[config.mk]
export PLATFORM = sky130hd
export DESIGN_NAME = spi_master_burst
export DESIGN_NICKNAME = d
export VERILOG_FILES = /design/src/rtl/spi_master_burst.sv
export SDC_FILE = /design/constraint.sdc
export NUM_CORES = 1
export LEC_CHECK = 0
export CAP_MARGIN = 20
export CORE_ASPECT_RATIO = 0.75
export CORE_MARGIN = 2
export CORE_UTILIZATION = 51
export CTS_BUF_LIST = sky130_fd_sc_hd__clkbuf_16
export DETAILED_ROUTE_END_ITERATION = 10
export PLACE_DENSITY_LB_ADDON = 0.3
export SLEW_MARGIN = 10
export SYNTH_ARGS = -nofsm -noshare
export SYNTH_HDL_FRONTEND = slang
export SYNTH_SLANG_ARGS = --single-unit
[constraint.sdc]
create_clock -name i_clk -period 1.7 [get_ports i_clk]
set_input_delay 0.34 -clock i_clk [delete_from_list [all_inputs] [get_ports i_clk]]
set_output_delay 0.34 -clock i_clk [all_outputs]
set_load 0.01 [all_outputs]
[src/rtl/spi_master_burst.sv]
// Burst SPI master: runtime CPOL/CPHA, bit order, clock divider and chip select.
// Streams TX words via valid/ready, emits one RX strobe per word, CS held across the burst.
module spi_master_burst #(
    parameter int DATA_WIDTH = 8,
    parameter int NUM_CS     = 2,
    parameter int DIV_WIDTH  = 10,
    parameter int LEN_WIDTH  = 8,
    parameter bit MOSI_IDLE  = 1'b1,
    parameter int CS_GUARD   = 2,
    localparam int CS_W      = (NUM_CS > 1) ? $clog2(NUM_CS) : 1
) (
    input  logic                  i_clk,
    input  logic                  i_rst,
    input  logic                  i_cmd_valid,
    output logic                  o_cmd_ready,
    input  logic [LEN_WIDTH-1:0]  i_cmd_len,
    input  logic [CS_W-1:0]       i_cmd_cs,
    input  logic                  i_cmd_cpol,
    input  logic                  i_cmd_cpha,
    input  logic                  i_cmd_lsb_first,
    input  logic                  i_cmd_tx_en,
    input  logic [DIV_WIDTH-1:0]  i_cmd_div,
    input  logic [DATA_WIDTH-1:0] i_tx_data,
    input  logic                  i_tx_valid,
    output logic                  o_tx_ready,
    output logic [DATA_WIDTH-1:0] o_rx_data,
    output logic                  o_rx_valid,
    output logic                  o_busy,
    output logic                  o_spi_clk,
    output logic                  o_spi_mosi,
    input  logic                  i_spi_miso,
    output logic [NUM_CS-1:0]     o_spi_cs_n
);

    localparam int TOG_W = $clog2(2 * DATA_WIDTH);
    localparam int GRD_W = (CS_GUARD > 1) ? $clog2(CS_GUARD) : 1;
    localparam logic [TOG_W-1:0]     TOG_LAST = TOG_W'(2 * DATA_WIDTH - 1);
    localparam logic [GRD_W-1:0]     GRD_LAST = GRD_W'(CS_GUARD - 1);
    localparam logic [LEN_WIDTH:0]   WORDS_ONE = (LEN_WIDTH + 1)'(1);

    // IDLE wait cmd | LOAD fetch word | SETUP CS lead guard | XFER shift word | HOLD CS trail guard
    typedef enum logic [2:0] {S_IDLE, S_LOAD, S_SETUP, S_XFER, S_HOLD} state_t;

    state_t                r_state;
    logic                  r_cpha;
    logic                  r_lsb;
    logic                  r_tx_en;
    logic [DIV_WIDTH-1:0]  r_div;
    logic [CS_W-1:0]       r_cs;
    logic [LEN_WIDTH:0]    r_words;
    logic                  r_first;
    logic [DIV_WIDTH-1:0]  r_cnt;
    logic [GRD_W-1:0]      r_grd;
    logic [TOG_W-1:0]      r_tog;
    logic [DATA_WIDTH-1:0] r_sh_tx;
    logic [DATA_WIDTH-1:0] r_sh_rx;

    logic                  w_cnt_tc;
    logic                  w_leading;
    logic                  w_sample;
    logic                  w_shift;
    logic                  w_last_tog;
    logic [DATA_WIDTH-1:0] w_rx_next;
    logic [DATA_WIDTH-1:0] w_tx_next;
    logic [NUM_CS-1:0]     w_cs_n;

    function automatic logic f_first_bit(input logic [DATA_WIDTH-1:0] w, input logic lsb);
        return lsb ? w[0] : w[DATA_WIDTH-1];
    endfunction

    // r_tog holds the index of the toggle about to happen, so even values are leading edges
    assign w_cnt_tc   = (r_cnt == r_div);
    assign w_leading  = ~r_tog[0];
    assign w_last_tog = (r_tog == TOG_LAST);
    assign w_sample   = r_cpha ? ~w_leading : w_leading;
    assign w_shift    = r_cpha ? (w_leading && (r_tog != '0)) : (!w_leading && !w_last_tog);
    assign w_rx_next  = r_lsb ? {i_spi_miso, r_sh_rx[DATA_WIDTH-1:1]}
                              : {r_sh_rx[DATA_WIDTH-2:0], i_spi_miso};
    assign w_tx_next  = r_lsb ? {1'b0, r_sh_tx[DATA_WIDTH-1:1]}
                              : {r_sh_tx[DATA_WIDTH-2:0], 1'b0};

    always_comb begin
        w_cs_n = '1;
        for (int i = 0; i < NUM_CS; i++) begin
            if (int'(r_cs) == i) w_cs_n[i] = 1'b0;
        end
    end

    always_ff @(posedge i_clk) begin
        if (i_rst) begin
            r_state     <= S_IDLE;
            r_cpha      <= 1'b0;
            r_lsb       <= 1'b0;
            r_tx_en     <= 1'b0;
            r_div       <= '0;
            r_cs        <= '0;
            r_words     <= '0;
            r_first     <= 1'b0;
            r_cnt       <= '0;
            r_grd       <= '0;
            r_tog       <= '0;
            r_sh_tx     <= '0;
            r_sh_rx     <= '0;
            o_cmd_ready <= 1'b1;
            o_busy      <= 1'b0;
            o_tx_ready  <= 1'b0;
            o_rx_valid  <= 1'b0;
            o_rx_data   <= '0;
            o_spi_cs_n  <= '1;
            o_spi_clk   <= 1'b0;
            o_spi_mosi  <= MOSI_IDLE;
        end else begin
            o_rx_valid <= 1'b0;
            case (r_state)
                S_IDLE: begin
                    if (i_cmd_valid) begin
                        r_cpha      <= i_cmd_cpha;
                        r_lsb       <= i_cmd_lsb_first;
                        r_tx_en     <= i_cmd_tx_en;
                        r_div       <= i_cmd_div;
                        r_cs        <= i_cmd_cs;
                        r_words     <= {1'b0, i_cmd_len} + WORDS_ONE;
                        r_first     <= 1'b1;
                        o_spi_clk   <= i_cmd_cpol;
                        o_tx_ready  <= i_cmd_tx_en;
                        o_cmd_ready <= 1'b0;
                        o_busy      <= 1'b1;
                        r_state     <= S_LOAD;
                    end
                end
                S_LOAD: begin
                    if (!r_tx_en || (o_tx_ready && i_tx_valid)) begin
                        r_sh_tx    <= r_tx_en ? i_tx_data : '0;
                        o_spi_mosi <= r_tx_en ? f_first_bit(i_tx_data, r_lsb) : MOSI_IDLE;
                        o_tx_ready <= 1'b0;
                        r_cnt      <= '0;
                        r_grd      <= '0;
                        r_tog      <= '0;
                        if (r_first) begin
                            r_first    <= 1'b0;
                            o_spi_cs_n <= w_cs_n;
                            r_state    <= S_SETUP;
                        end else begin
                            r_state    <= S_XFER;
                        end
                    end
                end
                S_SETUP: begin
                    if (w_cnt_tc) begin
                        r_cnt <= '0;
                        if (r_grd == GRD_LAST) begin
                            r_grd   <= '0;
                            r_state <= S_XFER;
                        end else begin
                            r_grd <= r_grd + GRD_W'(1);
                        end
                    end else begin
                        r_cnt <= r_cnt + DIV_WIDTH'(1);
                    end
                end
                S_XFER: begin
                    if (w_cnt_tc) begin
                        r_cnt     <= '0;
                        o_spi_clk <= ~o_spi_clk;
                        r_tog     <= r_tog + TOG_W'(1);
                        if (w_sample) r_sh_rx <= w_rx_next;
                        if (w_shift) begin
                            r_sh_tx <= w_tx_next;
                            if (r_tx_en) o_spi_mosi <= f_first_bit(w_tx_next, r_lsb);
                        end
                        if (w_last_tog) begin
                            // with CPHA=1 the final bit is captured on this same edge
                            o_rx_data  <= r_cpha ? w_rx_next : r_sh_rx;
                            o_rx_valid <= 1'b1;
                            o_spi_mosi <= MOSI_IDLE;
                            r_tog      <= '0;
                            r_words    <= r_words - WORDS_ONE;
                            if (r_words == WORDS_ONE) begin
                                r_state <= S_HOLD;
                            end else begin
                                o_tx_ready <= r_tx_en;
                                r_state    <= S_LOAD;
                            end
                        end
                    end else begin
                        r_cnt <= r_cnt + DIV_WIDTH'(1);
                    end
                end
                S_HOLD: begin
                    if (w_cnt_tc) begin
                        r_cnt <= '0;
                        if (r_grd == GRD_LAST) begin
                            r_grd       <= '0;
                            o_spi_cs_n  <= '1;
                            o_cmd_ready <= 1'b1;
                            o_busy      <= 1'b0;
                            r_state     <= S_IDLE;
                        end else begin
                            r_grd <= r_grd + GRD_W'(1);
                        end
                    end else begin
                        r_cnt <= r_cnt + DIV_WIDTH'(1);
                    end
                end
                default: r_state <= S_IDLE;
            endcase
        end
    end

endmodule

==> impl_results.md, run 1 <==
- I/O pin total: between 50 and 60
- Placed standard-cell area: 0.00532 mm²
- HP Class: reg2reg
- Synthesized area: between 0.004 and 0.005 mm²
- GRT Util Overall: 0.327
- Max-Cap Viols: 0
- Non-filler instance count after layout: 753
- Fmax: slightly above 500 MHz
- Yosys reg bits: 74
- Synthesized netlist cell count: slightly above 500
- Initial Util: 0.532
- Final slew viol count: 0
- Avg Cell Area, Syn: between 8 and 9 µm²
- Yosys cell types: 72
- Layout cells sized above 1: 0.415
- Static leakage: ~2.3 nW
- Pre-CTS setup slack: -0.337 ns
- Pin slew with the least headroom to its limit: approximately 0.56 ns
- Core box area: between 0.007 and 0.008 mm²
- Final count of hold timing violations: 0
- Sequential fraction of the synthesis area: 0.350
- Final #Nets: between 600 and 700
- Data arrival, critical path: 2.27 ns
- Clock skew: around 0.011 ns
- Placed insts: slightly above 700
- Largest cells by area after synthesis: dfxtp_1, a21oi_1, nand2_1, mux2i_1, a311oi_1
- Num CTS Buffers: 9
- Bufs on Longest Clock Path: 2
- Dominant cell type by area after synthesis: dfxtp_1
- Rel. slew slack: 0.626
- Predominant post-synthesis flop cell: dfxtp_1
- Gpl congestion: 0.889
- Endpoints failing setup: between 50 and 60
- Iter 0 DRT Violations: 662
- Post-layout power: 8.53 mW
- Most common cell in the netlist: dfxtp_1
- GR Overflow Total: 0
- Row cnt: 28
- Die Wd: 109 µm
- First-pass DRT Iterations: 6
- Most frequent cells after synthesis: dfxtp_1, a21oi_1, nand2_1
- Via density: about 7
- PortBufs: slightly above 50
- Post-DP HPWL: 8420 µm
- Root buffer cell: clkbuf_16
- Startpoint Class: flip-flop
- RSZ-0062 raised after global routing: yes
- Initial antenna violation count: 0
- Final setup margin: -0.288 ns
- Die Area: approximately 0.0090 mm²
- Cell Pwr Density: roughly 1300 mW/mm²
- Via count: between 5,000 and 6,000
- Synth Net Count: around 560
- CP Max Fanout: 6
- Failing checks: setup timing
- ANT nets after route: 0
- Area Overhead vs Synth: 59.4%
- Worst setup EP type: flip-flop
- Finished Cell Area: 0.00674 mm²
- Worst setup path class: reg2reg
- H-tree depth: 3
- TritonCTS clock tree: done
- Number of global-route vias before repair: 4,769
- Worst vdd ir: about 0.8 mV
- Critical path required time: between 1.5 and 2 ns
- Detailed-route wire length per cell: ~25 µm
- # clock sinks: 74
- Synthesis Warnings: 0
- Async SR Flop Fraction: 0
- Run status: finished, violations left
- Ant diodes: 0
- Die height: about 83 µm
- Tmin final: about 2 ns
- Final period utilization: 1.17
- Top cell type's share of synthesized area: 0.350
- First-pass GRT wire length: approximately 23,000 µm
- Number of remaining DRC errors: 0
- EDFF count, synth: 0
- CTS clk-pin slew, worst paths: 0.07 ns
- Final WL: 18,600 µm
- Largest net degree at the start of global routing: 73
- Clk_lat worst skew: ~0.35 ns
- Final Util: 0.847
through the flow:
stage	setup TNS, ns	hold slack [ns]
finish	-9.30	0.473
CTS	-1.84	0.477
global placement	-5.70	0.443
global route	-14.57	0.497
detailed placement	-7.86	0.460
floorplan	-0.372	0.445
what timing repair did:
item                                    CTS  global route
buffers inserted                         13             9
pin swaps                                50            43
endpoints found under the setup margin   57            58
resized for setup                       112            94
gates cloned                              4             1
hold buffers                              0             0
cells by family (layout without fill, tap and decap cells):
group / count (synthesis) / after routing / share of synthesized area
simple gates: 168 / 168 / 0.210
flops: 74 / 74 / 0.350
xor+xnor: 16 / 16 / 0.0385
mux: 15 / 15 / 0.0355
fa+ha+maj: 6 / 6 / 0.0178
compound gates: 182 / 183 / 0.291
buf+inv: 52 / 186 / 0.0571
cells in the final DEF, fill, tap and decap left out, types with 15 or more instances in the layout:
master,instances
nor2_1,28
a21oi_1,37
mux2i_1,15
buf_4,83
nand2_1,53
dfxtp_1,53
clkdlybuf4s50_1,50
a21oi_2,18
buf_6,17
layout make-up:
| class | count | area (µm²) |
|---|---|---|
| tap | 105 | 131 |
| fill | 372 | 1210 |
| sequential | 74 | 1530 |
| clock inverter | 7 | 70.1 |
| timing repair buffer | 159 | 1450 |
| inverter | 11 | 48.8 |
| clock buffer | 9 | 225 |
| multi-input combinational | 388 | 3290 |
layer usage:
| metal | routed length [µm] | vias to the layer above | part of all wire | track usage |
|---|---|---|---|---|
| met5 | 0 | - | 0 | 0 |
| met4 | 1430 | 0 | 0.077 | 0.126 |
| met3 | 2170 | 153 | 0.12 | 0.0722 |
| met2 | 8410 | 495 | 0.45 | 0.537 |
| met1 | 6630 | 2473 | 0.36 | 0.416 |
| li1 | - | 2207 | - | - |
critical path, cell delays in order (launching register included):
cell and delay, ns:
dfxtp_1 0.35, xnor2_2 0.31, nand2_4 0.19, nor4_4 0.38, buf_6 0.19, buf_16 0.13
o2111ai_2 0.16, a21oi_2 0.19
worst paths after layout:
kind                     from            to  slack (ns)  depth (start not counted)
hold / removal    o_cmd_ready   o_cmd_ready        0.47                          1
setup / recovery     r_cnt[5]  o_rx_data[2]       -0.29                          7
setup reg to reg     r_cnt[5]  o_rx_data[2]       -0.29                          7
hold reg to reg   o_cmd_ready   o_cmd_ready        0.47                          1
sequential cells by signal, indices dropped and copies added (netlist names), 2 cells and up:
name        flops
o_rx_data       8
o_spi_cs_n      2
r_cnt          10
r_div          10
r_sh_rx         8
r_sh_tx         8
r_state         3
r_tog           4
r_words         9
power by group:
part / leakage (nW) / switching, mW / total (mW) / internal [mW]
clock: 0.141 / 0.827 / 1.96 / 1.13
combinational: 1.57 / 2.45 / 4.28 / 1.83
sequential: 0.614 / 0.301 / 2.29 / 1.98
total: 2.33 / 3.58 / 8.53 / 4.95
Note: power is estimated with default switching activity, not from simulation.
==> inputs of run 2 (changes only) <==
--- a/config.mk
+++ b/config.mk
@@ -5,11 +5,11 @@
 export SDC_FILE = /design/constraint.sdc
 export NUM_CORES = 1
 export LEC_CHECK = 0
-export CAP_MARGIN = 20
 export CORE_ASPECT_RATIO = 0.75
 export CORE_MARGIN = 2
 export CORE_UTILIZATION = 51
 export CTS_BUF_LIST = sky130_fd_sc_hd__clkbuf_16
+export CTS_CLUSTER_SIZE = 30
 export DETAILED_ROUTE_END_ITERATION = 10
 export PLACE_DENSITY_LB_ADDON = 0.3
 export SLEW_MARGIN = 10
==> results of run 2 <==
The final DEF is identical to that of run 1; final timing and power are the same.
==> inputs of run 3 (changes only) <==
--- a/config.mk
+++ b/config.mk
@@ -5,9 +5,10 @@
 export SDC_FILE = /design/constraint.sdc
 export NUM_CORES = 1
 export LEC_CHECK = 0
+export ABC_AREA = 1
 export CORE_ASPECT_RATIO = 0.75
 export CORE_MARGIN = 2
-export CORE_UTILIZATION = 51
+export CORE_UTILIZATION = 50
 export CTS_BUF_LIST = sky130_fd_sc_hd__clkbuf_16
 export CTS_CLUSTER_SIZE = 30
 export DETAILED_ROUTE_END_ITERATION = 10
==> run 3 against run 2 <==
Compared with the run above:
- the flow now finishes without violations
- first-iteration DRC count decreased by 44%
- die area decreased by 1.5%
- register-to-register slack improved by 0.32 ns
- sequential share of layout area increased by 3.9 points
- via count decreased by 16%
- sequential power increased by 9.6%
- clock skew decreased by 0.0044 ns
- final area decreased by 15%
- critical endpoint is now o_rx_data[1]
- highest routed layer unchanged
==> impl_results.md, run 3 <==
- Max-Cap Viols: 0
- Reg2reg path depth: 10
- Yosys cell types: 38
- Most common cell in the netlist: nand2_1
- Largest net degree at the start of global routing: 42
- Die height: 82.2 µm
- Final hold slack: about 0.45 ns
- Root buffer cell: clkbuf_16
- Endpoints failing setup: 0
- Rel. slew slack: 0.792
- Pin slew with the least headroom to its limit: slightly above 0.3 ns
- Int Power: between 5 and 6 mW
- H-tree depth: 3
- Top cell type's share of synthesized area: 0.363
- Initial antenna violation count: 0
- Row cnt: 28
- Synthesized netlist cell count: 622
- Switching Fraction: 0.407
- CTS clk-pin slew, worst paths: 0.06 ns
- Via count: about 4,500
- Clk_lat worst skew: roughly 0.33 ns
- Run status: finished, final reports clean
- Via density: ~5.4
- Sequential fraction of the synthesis area: 0.363
- Data arrival, critical path: roughly 1.9 ns
- Most frequent cells in the layout: nand2_1, o21ai_0, a21oi_1
- Sequential share of power: 0.294
- Biggest regs: r_cnt x10, r_div x10, r_words x9
- HP Class: reg2reg
- Setup TNS: 0 ns
- Worst Setup EP: o_rx_data[1]
- Storage cell area: roughly 0.0015 mm²
- Flop2flop setup slack: between 0.03 and 0.04 ns
- Final setup margin: ~0.032 ns
- GRT Util Overall: 0.255
- Dominant cell type by area after synthesis: dfxtp_1
- Final WL: around 11,000 µm
- Cell Pwr Density: ~1500 mW/mm²
- Number of global-route vias before repair: roughly 4,000
- Gpl congestion: just over 0.9
- Critical path required time: roughly 1.9 ns
- Detailed-route wire length per cell: between 10 and 15 µm
- Hold buffers post-CTS: 0
- Final Util: 0.723
- Worst vdd ir: between 0.8 and 0.9 mV
- Yosys reg bits: 74
- Most frequent cells after synthesis: nand2_1, o21ai_0, dfxtp_1
- Die Wd: 108 µm
- Pre-CTS setup slack: -0.222 ns
- Synthesized area: around 0.0041 mm²
- End of the worst register-to-register path: o_rx_data[1]
- RSZ-0062 raised after global routing: yes
- Tmin final: between 1.5 and 2 ns
- Launch point of the worst path: r_cnt[7]
- Iter 0 DRT Violations: between 300 and 400
- EDFF count, synth: 0
- Worst setup path class: reg2reg
- Fillcell total: a little over 600
- Clk pwr share: 0.228
- Initial Util: 0.515
- ANT nets after route: 0
- Final #Nets: ~770
- GR Overflow Total: 0
- Final slew viol count: 0
- Placed standard-cell area: approximately 0.0050 mm²
- First-pass GRT wire length: between 15,000 and 20,000 µm
- First-pass DRT Iterations: 5
- Startpoint Class: flip-flop
- Die Area: 0.00890 mm²
- Post-DP HPWL: just under 8000 µm
- Largest cells by area after synthesis: dfxtp_1, nand2_1, o21ai_0, a21oi_1, nor2_1
- # clock sinks: 74
- Multi-input gate area: about 0.0025 mm²
- NetSw: roughly 3.5 mW
- Synthesis Warnings: 0
- PortBufs: 51
- Final count of hold timing violations: 0
- Grt met1 use: 0.349
- Final period utilization: 0.981
- CP Max Fanout: 8
- Layout cells sized above 1: 0.251
- Num CTS Buffers: 9
- GR Layer Usage met3: 0.0589
- Avg Cell Area, Syn: about 6.6 µm²
- GRT busiest layer: met2
- Number of remaining DRC errors: 0
- Met2 usage: 0.406
- TritonCTS clock tree: done
- Ant diodes: 0
- I/O pin total: 52
- Predominant post-synthesis flop cell: dfxtp_1
- Combinational Power Share: 0.478
- Finished Cell Area: 0.00573 mm²
- Bufs on Longest Clock Path: 2
- Worst setup EP type: flip-flop
- Static leakage: around 2.4 nW
- Core box area: ~0.008 mm²
- Area Overhead vs Synth: 40.4%
- RR Startpoint: r_cnt[7]
- Synth Net Count: around 660
- Clock skew: a little over 0.006 ns
- Async SR Flop Fraction: 0
- Fmax: between 500 and 600 MHz
- Most common cell after layout, fill and taps aside: nand2_1
run 3: critical path: stages (launching register included):
cell and delay (ns):
dfxtp_1 0.31, inv_1 0.09, nand2_1 0.11, a21oi_2 0.18
nand2_2 0.11, nor2_8 0.15, nand2_4 0.11, nor2_4 0.16
buf_6 0.13, clkbuf_16 0.14, a21oi_1 0.06
run 3: per-layer routing:
| metal | vias to the layer above | wire, µm |
|---|---|---|
| met2 | 160 | 5330 |
| met4 | 0 | 118 |
| met5 | - | 0 |
| met3 | 15 | 701 |
| met1 | 2049 | 5350 |
| li1 | 2236 | - |
run 3: kinds of logic (layout without fill, tap and decap cells):
logic type,after synthesis,in the layout,synth area share
xor gates and xnor gates,9,9,0.0193
and+or+nand+nor,256,257,0.273
buffers and inverters,99,204,0.0963
AOI/OAI and AO/OA,178,178,0.229
adders and majority gates,6,6,0.0184
DFF,74,74,0.363
run 3: how the worst min path moves through the flow:
stage,from,endpoint,slack [ns],cells after the start
floorplan,r_sh_tx[2],r_sh_tx[2],0.44,2
global placement,o_cmd_ready,o_cmd_ready,0.44,2
detailed placement,o_cmd_ready,o_cmd_ready,0.44,2
CTS,o_cmd_ready,o_cmd_ready,0.46,2
global route,o_cmd_ready,o_cmd_ready,0.48,2
finish,o_cmd_ready,o_cmd_ready,0.45,2
run 3: per-stage QoR:
| step | instances | power, mW |
|---|---|---|
| floorplan | 622 | 4.77 |
| global placement | 810 | 5.81 |
| detailed placement | 810 | 5.94 |
| CTS | 825 | 7.94 |
| global route | 833 | 9.09 |
| finish | 833 | 8.53 |
run 3: what timing repair did:
action	in CTS	in global routing
setup endpoints to repair	20	66
hold endpoints to repair	0	0
setup buffers	0	6
gates cloned	0	2
resized for setup	6	105
pin swaps	0	28
run 3: power groups by stage:
stage               logic (mW)  registers [mW]  clock network, mW
floorplan                 2.34            2.44                  0
global placement          3.35            2.45                  0
detailed placement        3.47            2.47                  0
CTS                       3.53            2.44               1.97
global route              4.49            2.55               2.04
finish                    4.08            2.51               1.95
run 3: cell type report:
cell class / instances / share of cell area
clock buffer: 9 / 0.0393
clock inverter: 6 / 0.0131
inverter: 77 / 0.0524
multi-input combinational: 450 / 0.428
sequential: 74 / 0.265
tap: 105 / 0.0229
timing repair buffer: 112 / 0.179
